**src/rtl/mem_access_pkg.sv**
```systemverilog
// Shared definitions for the memory-access stage: size codes and FSM states.
package mem_access_pkg;

   localparam logic [1:0] SZ_BYTE = 2'b00;
   localparam logic [1:0] SZ_HALF = 2'b01;
   localparam logic [1:0] SZ_WORD = 2'b10;

   typedef enum logic [1:0] {
      ST_IDLE   = 2'd0,
      ST_ACCESS = 2'd1,
      ST_DONE   = 2'd2
   } state_e;

endpackage

```
**src/rtl/mem_lane_align.sv**
```systemverilog
// Big-endian lane steering: byte enables, store replication, load extraction
// and alignment checking for byte/halfword/word accesses.
module mem_lane_align
   import mem_access_pkg::*;
(
   input  logic [1:0]  i_size,
   input  logic [1:0]  i_offset,
   input  logic        i_signed,
   input  logic [31:0] i_wdata,
   input  logic [31:0] i_rdata,
   output logic [3:0]  o_be,
   output logic [31:0] o_wdata,
   output logic [31:0] o_rdata,
   output logic        o_misaligned
);

   logic [7:0]  byte_lane;
   logic [15:0] half_lane;

   // Offset 0 is the most significant byte of the bus word.
   always_comb begin
      case (i_offset)
         2'd0:    byte_lane = i_rdata[31:24];
         2'd1:    byte_lane = i_rdata[23:16];
         2'd2:    byte_lane = i_rdata[15:8];
         default: byte_lane = i_rdata[7:0];
      endcase
   end

   assign half_lane = i_offset[1] ? i_rdata[15:0] : i_rdata[31:16];

   always_comb begin
      // NOTE: every output gets a default first so no path leaves one unassigned (no latch).
      o_be         = 4'b1111;
      o_wdata      = i_wdata;
      o_rdata      = i_rdata;
      o_misaligned = 1'b0;
      case (i_size)
         SZ_BYTE: begin
            o_be    = 4'b1000 >> i_offset;
            o_wdata = {4{i_wdata[7:0]}};
            o_rdata = {{24{i_signed & byte_lane[7]}}, byte_lane};
         end
         SZ_HALF: begin
            o_be         = i_offset[1] ? 4'b0011 : 4'b1100;
            o_wdata      = {2{i_wdata[15:0]}};
            o_rdata      = {{16{i_signed & half_lane[15]}}, half_lane};
            o_misaligned = i_offset[0];
         end
         default: begin
            o_misaligned = |i_offset;
         end
      endcase
   end

endmodule

```
**src/rtl/mem_access.sv**
```systemverilog
// Memory stage: runs one req/ack bus transaction per load/store, stalls the
// core meanwhile, and times out to a bus error if no ack arrives.
module mem_access
   import mem_access_pkg::*;
#(
   parameter int TIMEOUT_CYCLES = 16,
   parameter int CNT_W          = 5
) (
   input  logic        i_clk,
   input  logic        i_rst,
   input  logic        i_memRead,
   input  logic        i_memWrite,
   input  logic [1:0]  i_size,
   input  logic        i_signed,
   input  logic [31:0] i_addr,
   input  logic [31:0] i_wdata,
   output logic        o_dm_req,
   output logic        o_dm_we,
   output logic [31:0] o_dm_addr,
   output logic [3:0]  o_dm_be,
   output logic [31:0] o_dm_wdata,
   input  logic        i_dm_ack,
   input  logic [31:0] i_dm_rdata,
   output logic [31:0] o_rdata,
   output logic        o_stall,
   output logic        o_misaligned,
   output logic        o_bus_err
);

   state_e            state_q, state_d;
   logic [CNT_W-1:0]  cnt_q, cnt_d;
   logic              req_q, req_d;
   logic              we_q, we_d;
   logic [31:0]       addr_q, addr_d;
   logic [3:0]        be_q, be_d;
   logic [31:0]       wdata_q, wdata_d;
   logic [31:0]       rdata_q, rdata_d;
   logic              bus_err_q, bus_err_d;

   logic [3:0]        lane_be;
   logic [31:0]       lane_wdata;
   logic [31:0]       lane_rdata;
   logic              lane_mis;
   logic              req_in;

   mem_lane_align u_lane (
      .i_size       (i_size),
      .i_offset     (i_addr[1:0]),
      .i_signed     (i_signed),
      .i_wdata      (i_wdata),
      .i_rdata      (i_dm_rdata),
      .o_be         (lane_be),
      .o_wdata      (lane_wdata),
      .o_rdata      (lane_rdata),
      .o_misaligned (lane_mis)
   );

   assign req_in = i_memRead | i_memWrite;

   always_comb begin
      state_d      = state_q;
      cnt_d        = cnt_q;
      req_d        = req_q;
      we_d         = we_q;
      addr_d       = addr_q;
      be_d         = be_q;
      wdata_d      = wdata_q;
      rdata_d      = rdata_q;
      bus_err_d    = 1'b0;
      o_stall      = 1'b0;
      o_misaligned = 1'b0;
      case (state_q)
         ST_IDLE: begin
            if (req_in) begin
               if (lane_mis) begin
                  o_misaligned = 1'b1;
               end else begin
                  o_stall = 1'b1;
                  req_d   = 1'b1;
                  we_d    = i_memWrite;
                  addr_d  = {i_addr[31:2], 2'b00};
                  be_d    = lane_be;
                  wdata_d = lane_wdata;
                  cnt_d   = '0;
                  state_d = ST_ACCESS;
               end
            end
         end
         ST_ACCESS: begin
            o_stall = 1'b1;
            // An ack on the final allowed cycle still wins over the timeout.
            if (i_dm_ack) begin
               req_d = 1'b0;
               if (!we_q) rdata_d = lane_rdata;
               state_d = ST_DONE;
            end else if (cnt_q == CNT_W'(TIMEOUT_CYCLES - 1)) begin
               req_d     = 1'b0;
               rdata_d   = '0;
               bus_err_d = 1'b1;
               state_d   = ST_DONE;
            end else begin
               cnt_d = cnt_q + 1'b1;
            end
         end
         ST_DONE: begin
            state_d = ST_IDLE;
         end
         default: begin
            state_d = ST_IDLE;
         end
      endcase
   end

   // NOTE: sequential state uses non-blocking assignments only; reset is sampled on the clock edge.
   always_ff @(posedge i_clk) begin
      if (i_rst) begin
         state_q   <= ST_IDLE;
         cnt_q     <= '0;
         req_q     <= 1'b0;
         we_q      <= 1'b0;
         addr_q    <= '0;
         be_q      <= '0;
         wdata_q   <= '0;
         rdata_q   <= '0;
         bus_err_q <= 1'b0;
      end else begin
         state_q   <= state_d;
         cnt_q     <= cnt_d;
         req_q     <= req_d;
         we_q      <= we_d;
         addr_q    <= addr_d;
         be_q      <= be_d;
         wdata_q   <= wdata_d;
         rdata_q   <= rdata_d;
         bus_err_q <= bus_err_d;
      end
   end

   assign o_dm_req   = req_q;
   assign o_dm_we    = we_q;
   assign o_dm_addr  = addr_q;
   assign o_dm_be    = be_q;
   assign o_dm_wdata = wdata_q;
   assign o_rdata    = rdata_q;
   assign o_bus_err  = bus_err_q;

endmodule

```
**config.mk**
```make
export PLATFORM = sky130hd
export DESIGN_NAME = mem_access
export DESIGN_NICKNAME = d
export VERILOG_FILES = /design/src/rtl/mem_access_pkg.sv /design/src/rtl/mem_lane_align.sv /design/src/rtl/mem_access.sv
export SDC_FILE = /design/constraint.sdc
export NUM_CORES = 1
export LEC_CHECK = 0
export ABC_AREA = 1
export BUFFER_PORTS_ARGS = -buffer_cell sky130_fd_sc_hd__buf_2
export CORE_MARGIN = 2
export CORE_UTILIZATION = 50
export CTS_BUF_LIST = sky130_fd_sc_hd__clkbuf_4 sky130_fd_sc_hd__clkbuf_8 sky130_fd_sc_hd__clkbuf_16
export DETAILED_ROUTE_END_ITERATION = 10
export PLACE_DENSITY = 0.83
export SETUP_SLACK_MARGIN = 0.05
export SLEW_MARGIN = 20
export SYNTH_ARGS = -nofsm -noshare
export SYNTH_HDL_FRONTEND = slang
export SYNTH_SLANG_ARGS = --single-unit
```
**constraint.sdc**
```tcl
create_clock -name i_clk -period 4 [get_ports i_clk]
set_clock_uncertainty 0.15 [all_clocks]
set_input_delay 0.2 -clock i_clk [delete_from_list [all_inputs] [get_ports i_clk]]
set_output_delay 0.2 -clock i_clk [all_outputs]
set_load 0.01 [all_outputs]
```
==> summary.md, run 1 <==
| Metric | Value |
|---|---|
| Status | `completed` |
| Slowest cell delay on critical path | `0.82 ns` |
| Switching share of power | `29.2%` |
| Area grow syn2layout | `33.6%` |
| Slowest library cell on the worst path | `clkinv_2` |
| NetSw | `0.697 mW` |
| Setup Fix Bufs, Post-CTS | `0` |
| Predominant post-synthesis flop cell | `dfxtp_1` |
| Reg-to-reg startpoint | `cnt_q[0]` |
| Routability cong. | `0.937` |
| Required @ worst endpoint | `4.07 ns` |
| Ys Warns | `0` |
| Pin count of the biggest net entering global routing | `75` |
| Clock Power Share | `approximately 31%` |
| Max Cap Viol | `0` |
| Hold Startpoint | `i_wdata[12]` |
| Yosys top cell by area | `dfxtp_1` |
| H-tree depth | `3` |
| Rows | `35` |
| Cell family with most CP delay | `buffers and inverters` |
| Avg WL per Cell | `around 14 µm` |
| Final TNS setup | `0 ns` |
| Top Ports | `209` |
| Nets | `1039` |
| Worst slew margin | `34.5%` |
| Routed wire length | `15.4 mm` |
| Die height | `102 µm` |
| TritonCTS buffer count | `9` |
| Vias | `5487` |
| Worst R2R End | `o_rdata[27]` |
| Initial cell density of the core | `52.0%` |
| Worst-case clock buffer depth | `2` |
| Die footprint | `10500 µm²` |
| Total track usage | `approximately 28%` |
| Hold WC Path Type | `input pin to flop` |
| Post-route minimum period | `roughly 2.8 ns` |
| First-pass DRT Iterations | `5` |
| Combinational share of power | `19.8%` |
| DRC Markers | `0` |
| Sequential fraction of the synthesis area | `44.6%` |
| Cell Area, Placed | `5820 µm²` |
| Worst-path fanout max | `74` |
| Power per cell area | `368 nW/µm²` |
| Fmax | `0.361 GHz` |
| Finished Cell Area | `6480 µm²` |
| Seq cells post-synth | `between 100 and 150` |
| Pleak | `3.08 nW` |
| Sequential cell area | `2160 µm²` |
| Worst-path clk slew | `0.10 ns` |
| 1st-iter DRT viols | `340` |
| Number of synthesized flops with an enable pin | `0` |
| Worst R2R Setup Slack | `between 1.5 and 2 ns` |
| DP Wirelength | `10.4 mm` |
| Layout cells sized above 1 | `25.3%` |
| Dpl cells | `1008` |
| CP cell instances | `dlygate4sd3_1 -> buf_2 -> nor2_1 -> inv_1 -> nand3_2 -> clkinv_2 -> o21ai_0 -> a21oi_1` |
| Post-synth top area share | `44.6%` |
| Port Buffers | `206` |
| Initial antenna violation count | `0` |
| Final hold viol count | `0` |
| Worst reg-to-reg path cell count | `9` |
| CTS tree | `built` |
| RSZ-0062 raised after global routing | `false` |
| Seq pwr share | `49.1%` |
| Startpoint types | `input pin` |
| Fillers | `803` |
| Syn avg cell area | `~6.8 µm²` |
| Core ar. | `9330 µm²` |
| Min-Delay Path Depth | `3` |
| Die X | `just over 100 µm` |
| Final Cycle Share | `69.2%` |
| Distinct cells, synth | `26` |
| Post-Synthesis Cell Area | `between 4000 and 5000 µm²` |
| Worst-margin pin slew | `0.981 ns` |
| Clock sink count | `roughly 110` |
| Multi-input gate area | `2350 µm²` |
| Vias/cell | `5.14` |
| Crit path kind | `input pin to flop` |
| WHS Endpoint | `o_dm_wdata[12]` |
| Min Hold Slack | `0.00936 ns` |
| Worst vdd ir | `around 0.23 mV` |
| Setup crit end kind | `flop` |
| Worst setup margin | `1.23 ns` |
| Clock Latency Late Sink | `0.36 ns` |
| Worst slack, placed | `1.03 ns` |
| Critical path arrival | `roughly 2.8 ns` |
| Ys async rst share | `0%` |
| Post-synthesis instance total | `between 700 and 800` |
| First-pass GRT wire length | `23.5 mm` |
| Area contributors post-synth | `dfxtp_1, nand2_1, a21oi_1` |
| Vias in the first global route | `about 4900` |
| Finished Layout Cells | `1068` |
| Final setup viols | `0` |
| P_int | `1.69 mW` |
| Final ANT Viol Nets | `0` |
| Buf+Inv Stages, Crit Path | `4` |
| CTS root buffer | `clkbuf_8` |
| Slew Limit Fails | `0` |
| GRT overflow | `0` |
-- cell type report --
class,count,share of cell area [%]
multi-input cells,537,36.2
flip-flops and latches,108,33.4
repair buffers,253,23.0
well taps,129,2.49
clock buffers,10,2.03
clock inverters,6,1.45
inverters,24,1.41
diodes,1,0.0386
-- cell families after synthesis --
logic type / Yosys count / synth area share (%)
simple gates: 361 / 29.6
compound gates: 171 / 18.0
flops: 108 / 44.6
buf+inv: 69 / 7.14
fa+ha+maj: 2 / 0.516
xor+xnor: 1 / 0.181
other cells: 1 / 0.0773
-- repair_timing --
action,CTS,global route
hold buffers,43,0
hold endpoints to repair,43,0
resized for setup,0,0
-- worst reg2reg max path, stage by stage (launching register included) --
cell and delay [ns]:
dfxtp_1 0.35, ha_1 0.22, nand2_1 0.09, nor2_1 0.05, ha_1 0.21, a21oi_2 0.70
buf_4 0.38, nor2_1 0.07, nand2_1 0.06, a21oi_1 0.08
-- power groups by stage --
| stage | Combinational (mW) | Sequential [mW] | Clock (mW) |
|---|---|---|---|
| global placement | 0.426 | 1.19 | 0 |
| global route | 0.520 | 1.18 | 0.800 |
| floorplan | 0.240 | 1.22 | 0 |
| finish | 0.472 | 1.17 | 0.743 |
| CTS | 0.465 | 1.17 | 0.751 |
| detailed placement | 0.431 | 1.20 | 0 |
-- cells in the final DEF (no fill, tap or decap), types with 2 or more instances in the layout --
cell type	synthesis	routed
dlygate4sd3_1	0	43
buf_2	7	206
o21ai_0	48	48
clkbuf_8	0	9
nand3_1	25	25
inv_1	21	21
o22ai_1	7	7
dfxtp_1	108	108
nor2_4	2	2
nor2_1	62	62
ha_1	2	2
nor2_2	3	3
buf_4	3	4
nand2_1	263	263
a21oi_1	114	114
inv_6	0	2
conb_1	1	2
bufinv_16	0	2
nand3_2	3	3
-- worst max-delay path by stage --
| stage | start | endpoint | depth (start not counted) |
|---|---|---|---|
| after detailed placement | i_size[1] | o_dm_be[0] | 8 |
| final | i_memWrite | o_dm_wdata[24] | 8 |
| after CTS | i_size[1] | o_dm_wdata[28] | 8 |
| after floorplan | cnt_q[0] | o_rdata[24] | 8 |
| after global routing | i_memWrite | o_dm_wdata[25] | 8 |
| after global placement | i_size[1] | o_dm_be[0] | 8 |
-- per-layer routing --
metal | vias to the layer above | global-route usage [%] | share of wire, %
met5 | - | 0 | 0
met4 | 0 | 13.1 | 3.6
met2 | 255 | 47.3 | 50
met3 | 54 | 5.02 | 7.3
met1 | 2440 | 36.1 | 39
li1 | 2738 | - | -
-- registers in the layout (all words and copies together) (netlist names) --
signal      count
o_dm_wdata     32
o_dm_we         1
o_dm_addr      30
o_bus_err       1
o_dm_req        1
o_rdata        32
cnt_q           5
state_q         2
o_dm_be         4
-- synth_stat cells, types with 2 or more instances --
cell and instances:
a21oi_1 114, buf_2 7, buf_4 3, buf_6 9
clkbuf_1 25, dfxtp_1 108, ha_1 2, inv_1 21
inv_2 2, nand2_1 263, nand3_1 25, nand3_2 3
nor2_1 62, nor2_2 3, nor2_4 2, o21ai_0 48
o22ai_1 7
-- stage by stage --
stage                     utilization, %  total power [mW]
after floorplan                        -              1.46
after global placement              62.4              1.62
after detailed placement            62.4              1.63
after CTS                           69.4              2.39
after global routing                69.4              2.50
final                               69.5              2.39
Power figures use the tool's default switching activity.
==> inputs of run 2 (changes only) <==
- ABC_AREA: 1 -> 0
- CORE_UTILIZATION: 50 -> 47
- PLACE_DENSITY: 0.83 -> 0.8
- clock period: 4 -> 2.63 ns (I/O delays scaled with it)
==> run 2 against run 1 <==
Total power increased by 54%. Die area increased by 2.7%. Largest cell class unchanged. Synthesized area decreased by 3.3%. Worst setup slack got worse by 1.0 ns. Cell area increased by 6.8%. Clock-buffer cell count decreased by 1. Via count decreased by 3.0%. Utilization increased by 1.7 points. Non-clock buffer count increased by 58.
==> summary.md, run 2 <==
| Metric | Value |
|---|---|
| Hold WC Path Type | `input pin to flop` |
| Finished Layout Cells | `about 950` |
| CP cell instances | `o21bai_1 -> a2111oi_4 -> buf_12 -> nor2_1 -> a311oi_1 -> dlygate4sd3_1` |
| Min Hold Slack | `around 0.024 ns` |
| Final Cycle Share | `about 90%` |
| Initial antenna violation count | `0` |
| Worst-path clk slew | `0.10 ns` |
| Vias/cell | `approximately 5.6` |
| H-tree depth | `3` |
| Routability cong. | `around 0.92` |
| Startpoint types | `flop` |
| Port Buffers | `206` |
| Pin count of the biggest net entering global routing | `89` |
| Finished Cell Area | `6920 µm²` |
| Vias in the first global route | `5338` |
| Power per cell area | `531 nW/µm²` |
| Distinct cells, synth | `45` |
| Total track usage | `29.4%` |
| Fillers | `722` |
| Top Ports | `209` |
| Post-Synthesis Cell Area | `approximately 4700 µm²` |
| Avg WL per Cell | `17.0 µm` |
| Die height | `104 µm` |
| Pleak | `3.11 nW` |
| Number of synthesized flops with an enable pin | `0` |
| DP Wirelength | `roughly 9.9 mm` |
| Vias | `5320` |
| Buf+Inv Stages, Crit Path | `2` |
| Core ar. | `9730 µm²` |
| Top cells by count, synth | `dfxtp_1, nand2_1, a21oi_1, clkbuf_1, nor2_1` |
| Slew Limit Fails | `0` |
| CTS tree | `built` |
| Final ANT Viol Nets | `0` |
| Setup Fix Bufs, Post-CTS | `0` |
| Required @ worst endpoint | `about 2.8 ns` |
| TritonCTS buffer count | `9` |
| Setup crit end kind | `flop` |
| Nets | `922` |
| Post-route minimum period | `2.43 ns` |
| Ant diodes | `0` |
| CTS root buffer | `clkbuf_8` |
| GRT overflow | `0` |
| RSZ-0062 raised after global routing | `false` |
| Slowest library cell on the worst path | `dlygate4sd3_1` |
| Resize count post-CTS | `0` |
| Area grow syn2layout | `47.6%` |
| Rows | `36` |
| Syn avg cell area | `between 8 and 9 µm²` |
| 1st-iter DRT viols | `372` |
| Status | `completed` |
| Dpl cells | `842` |
| First-pass DRT Iterations | `7` |
| Clock sink count | `around 110` |
| Die footprint | `between 10000 and 15000 µm²` |
| Die X | `104 µm` |
| Slowest cell delay on critical path | `0.58 ns` |
| Clock Latency Late Sink | `0.37 ns` |
| Layout cells sized above 1 | `29.7%` |
| Worst slew margin | `a little under half` |
| Post-synth top area share | `46.1%` |
| Seq cells post-synth | `108` |
| Cell family with most CP delay | `buffers and inverters` |
| Worst-margin pin slew | `0.783 ns` |
| Yosys top cell by area | `dfxtp_1` |
| Fmax | `about 0.4 GHz` |
| Worst-path fanout max | `88` |
| Most common cell after layout, fill and taps aside | `buf_2` |
| Final hold viol count | `0` |
| Worst vdd ir | `between 0.3 and 0.4 mV` |
| Cell Area, Placed | `5750 µm²` |
| Ys async rst share | `0%` |
| Worst-case clock buffer depth | `2` |
| Area contributors post-synth | `dfxtp_1, nand2_1, a21oi_1` |
| Sequential fraction of the synthesis area | `46.1%` |
| Most frequent cells in the layout | `buf_2, nand2_1, dfxtp_1` |
| First-pass GRT wire length | `26.0 mm` |
| Critical path arrival | `2.59 ns` |
| Crit path kind | `flop to flop` |
| Predominant post-synthesis flop cell | `dfxtp_1` |
| Final setup viols | `0` |
| Final TNS setup | `0 ns` |
| Ys Warns | `0` |
| Max Cap Viol | `0` |
| Routed wire length | `16.3 mm` |
| Post-synthesis instance total | `544` |
| DRC Markers | `0` |
| Initial cell density of the core | `about half` |
run 2: routing by layer:
layer	part of all wire (%)	track usage [%]	up-vias
li1	-	-	2482
met5	0	0	-
met3	8.5	6.39	66
met1	38	33.8	2466
met2	49	51.1	306
met4	4.4	15.3	0
run 2: area by class of cell:
type,count,area (µm²),share of cell area [%]
Inverter,5,18.8,0.271
Timing Repair Buffer,311,2070,29.9
Sequential cell,108,2160,31.2
Multi-Input combinational cell,381,2290,33.1
Tap cell,133,166,2.40
Clock inverter,7,88.8,1.28
Clock buffer,9,124,1.79
run 2: cell families after synthesis:
| family | Yosys count | share of synthesized area [%] |
|---|---|---|
| other | 1 | 0.0800 |
| flip-flops | 108 | 46.1 |
| multiplexers | 25 | 5.55 |
| buffers and inverters | 56 | 5.18 |
| XOR/XNOR | 2 | 0.374 |
| AO/OA/AOI/OAI | 167 | 25.3 |
| AND/OR/NAND/NOR | 183 | 16.9 |
| adder cells (fa/ha/maj) | 2 | 0.534 |
run 2: final timing paths:
path / slack, ns / endpoint / from / cells after the start
setup / recovery: 0.20 / o_dm_wdata[8] / state_q[1] / 6
hold / removal: 0.02 / o_rdata[12] / i_dm_rdata[12] / 3
setup reg to reg: 0.20 / o_dm_wdata[8] / state_q[1] / 6
hold reg to reg: 0.31 / o_dm_addr[28] / o_dm_addr[28] / 2
run 2: tightest hold or removal path: stages:
cell	delay (ns)
buf_2	0.12
o21ai_0	0.08
o2bb2ai_1	0.17
run 2: power breakdown:
group | internal [mW] | leakage [nW] | switching [mW]
Sequential | 1.74 | 0.882 | 0.0558
Clock | 0.468 | 0.106 | 0.615
Combinational | 0.365 | 2.12 | 0.434
Total | 2.57 | 3.11 | 1.10
run 2: timing repair:
action	in CTS	in global routing
hold endpoints to repair	95	1
hold buffers	95	1
setup endpoints to repair	0	0
run 2: through the flow:
| stage | util, % | worst slack, ns | power, mW |
|---|---|---|---|
| floorplan | - | 0.577 | 2.21 |
| global placement | 59.1 | 0.550 | 2.47 |
| detailed placement | 59.1 | 0.421 | 2.49 |
| CTS | 71.0 | 0.205 | 3.67 |
| global route | 71.1 | 0.0807 | 3.84 |
| finish | 71.1 | 0.205 | 3.68 |
==> inputs of run 3 (changes only) <==
- CORE_UTILIZATION: 47 -> 40
- PLACE_DENSITY: 0.8 -> 0.7
==> run 3 against run 2 <==
Sequential share of layout area is 0.35 points lower. Clock power rose by 23%. Total power is 6.5% higher. Worst setup slack better by 0.24 ns. Via count is 2.3% lower. Combinational power shrank 1%. Utilization fell by 9.8 points. First-iteration DRC count grew 8.9%. Critical path type unchanged.
==> summary.md, run 3 (same netlist as run 2, synthesis figures left out) <==
| Metric | Value |
|---|---|
| Fmax | `~0.46 GHz` |
| Worst reg-to-reg path cell count | `8` |
| Worst setup path end | `o_rdata[23]` |
| CTS root buffer | `clkbuf_16` |
| Worst R2R End | `o_rdata[23]` |
| Fillers | `962` |
| GRT overflow | `0` |
| DP Wirelength | `9.92 mm` |
| P_int | `between 2 and 3 mW` |
| Vias in the first global route | `5188` |
| Worst vdd ir | `0.564 mV` |
| Most frequent cells in the layout | `buf_2, nand2_1, dfxtp_1` |
| Final TNS setup | `0 ns` |
| Max Cap Viol | `0` |
| CTS tree | `built` |
| Final Cycle Share | `83.2%` |
| Vias/cell | `5.39` |
| Startpoint types | `flop` |
| Total track usage | `25.1%` |
| Initial cell density of the core | `41.1%` |
| Die height | `approximately 110 µm` |
| Setup crit start | `cnt_q[0]` |
| Post-route minimum period | `2.19 ns` |
| TritonCTS buffer count | `9` |
| Routed wire length | `16.1 mm` |
| First-pass GRT wire length | `around 25 mm` |
| Worst slew margin | `47.2%` |
| Worst slack, placed | `between 0.4 and 0.5 ns` |
| Die footprint | `12600 µm²` |
| Slew Limit Fails | `0` |
| H-tree depth | `3` |
| Multi-input gate area | `2290 µm²` |
| Required @ worst endpoint | `2.77 ns` |
| DRC Markers | `0` |
| Initial antenna violation count | `0` |
| Rows | `39` |
| Status | `completed` |
| Clock Latency Late Sink | `0.35 ns` |
| Critical path arrival | `2.33 ns` |
| Core ar. | `11400 µm²` |
| Worst-case clock buffer depth | `2` |
| NetSw | `1.11 mW` |
| Most common cell after layout, fill and taps aside | `buf_2` |
| Top Ports | `209` |
| Nets | `roughly 920` |
| Clock Power Share | `between 30% and 40%` |
| Final hold viol count | `0` |
| Pin count of the biggest net entering global routing | `76` |
| Worst setup margin | `0.441 ns` |
| Clock sink count | `between 100 and 150` |
| Power per cell area | `roughly 560 nW/µm²` |
| Combinational share of power | `20.1%` |
| Crit path kind | `flop to flop` |
| Pleak | `3.14 nW` |
| Dpl cells | `approximately 850` |
| Routability cong. | `0.860` |
| Finished Layout Cells | `964` |
| Final setup viols | `0` |
| Port Buffers | `206` |
| Setup crit end kind | `flop` |
| Layout cells sized above 1 | `29.8%` |
| 1st-iter DRT viols | `405` |
| Resize count post-CTS | `0` |
| Area grow syn2layout | `49.3%` |
| Switching share of power | `28.3%` |
| Worst-path fanout max | `30` |
| Seq pwr share | `a little under half` |
| Worst-path clk slew | `0.07 ns` |
| Avg WL per Cell | `approximately 17 µm` |
| RSZ-0062 raised after global routing | `false` |
| Die X | `112 µm` |
| Final ANT Viol Nets | `0` |
| Reg-to-reg startpoint | `cnt_q[0]` |
| Ant diodes | `0` |
| Worst-margin pin slew | `0.792 ns` |
| Vias | `5196` |
| Hold WC Path Type | `input pin to flop` |
| Hold Startpoint | `i_dm_rdata[15]` |
| Worst R2R Setup Slack | `0.44 ns` |
| First-pass DRT Iterations | `7` |
| Sequential cell area | `2160 µm²` |
## run 3: layout make-up
cell class | count | area share (%)
Tap cell | 143 | 2.56
Multi-Input combinational cell | 381 | 32.7
Clock buffer | 11 | 3.61
Timing Repair Buffer | 311 | 29.4
Inverter | 5 | 0.268
Clock inverter | 5 | 0.590
Sequential cell | 108 | 30.9
## run 3: stage by stage
| stage | hold slack, ns | instance area (µm²) | util (%) | total power, mW |
|---|---|---|---|---|
| after floorplan | 0.117 | 4690 | - | 2.21 |
| after global placement | 0.222 | 5760 | 50.4 | 2.47 |
| after detailed placement | 0.228 | 5760 | 50.4 | 2.49 |
| after CTS | 0.00681 | 7000 | 61.3 | 3.93 |
| after global routing | 0.0201 | 7000 | 61.3 | 4.08 |
| final | 0.0444 | 7000 | 61.3 | 3.91 |
## run 3: worst min path at each step
stage,endpoint,depth (start not counted)
floorplan,o_dm_addr[10],2
global placement,o_dm_addr[18],3
detailed placement,o_dm_addr[13],3
CTS,o_rdata[15],3
global route,o_rdata[15],3
finish,o_rdata[15],3
## run 3: routing by layer
| metal | GRT usage (%) | up-vias | share of wire [%] |
|---|---|---|---|
| met1 | 29.0 | 2326 | 39 |
| met2 | 41.8 | 311 | 47 |
| met5 | 0 | - | 0 |
| met4 | 14.5 | 0 | 5.3 |
| li1 | - | 2484 | - |
| met3 | 6.70 | 75 | 8.5 |
## run 3: power groups by stage
stage / clock [mW] / combinational, mW / sequential, mW
finish: 1.33 / 0.789 / 1.79
global route: 1.43 / 0.854 / 1.80
CTS: 1.36 / 0.770 / 1.79
detailed placement: 0 / 0.659 / 1.83
global placement: 0 / 0.647 / 1.83
floorplan: 0 / 0.340 / 1.87
## run 3: worst max-delay path: stages, from the launching register on
cell and delay, ns:
dfxtp_1 0.33, ha_1 0.21, and3_1 0.18, ha_1 0.19
nor2b_1 0.14, o21ai_0 0.25, and2_1 0.17, buf_4 0.29
a22o_1 0.20
## run 3: what timing repair did
action / in CTS / in global routing
setup buffers: 0 / 0
endpoints found under the setup margin: 0 / 0
hold buffers: 95 / 0
hold endpoints to repair: 96 / 0
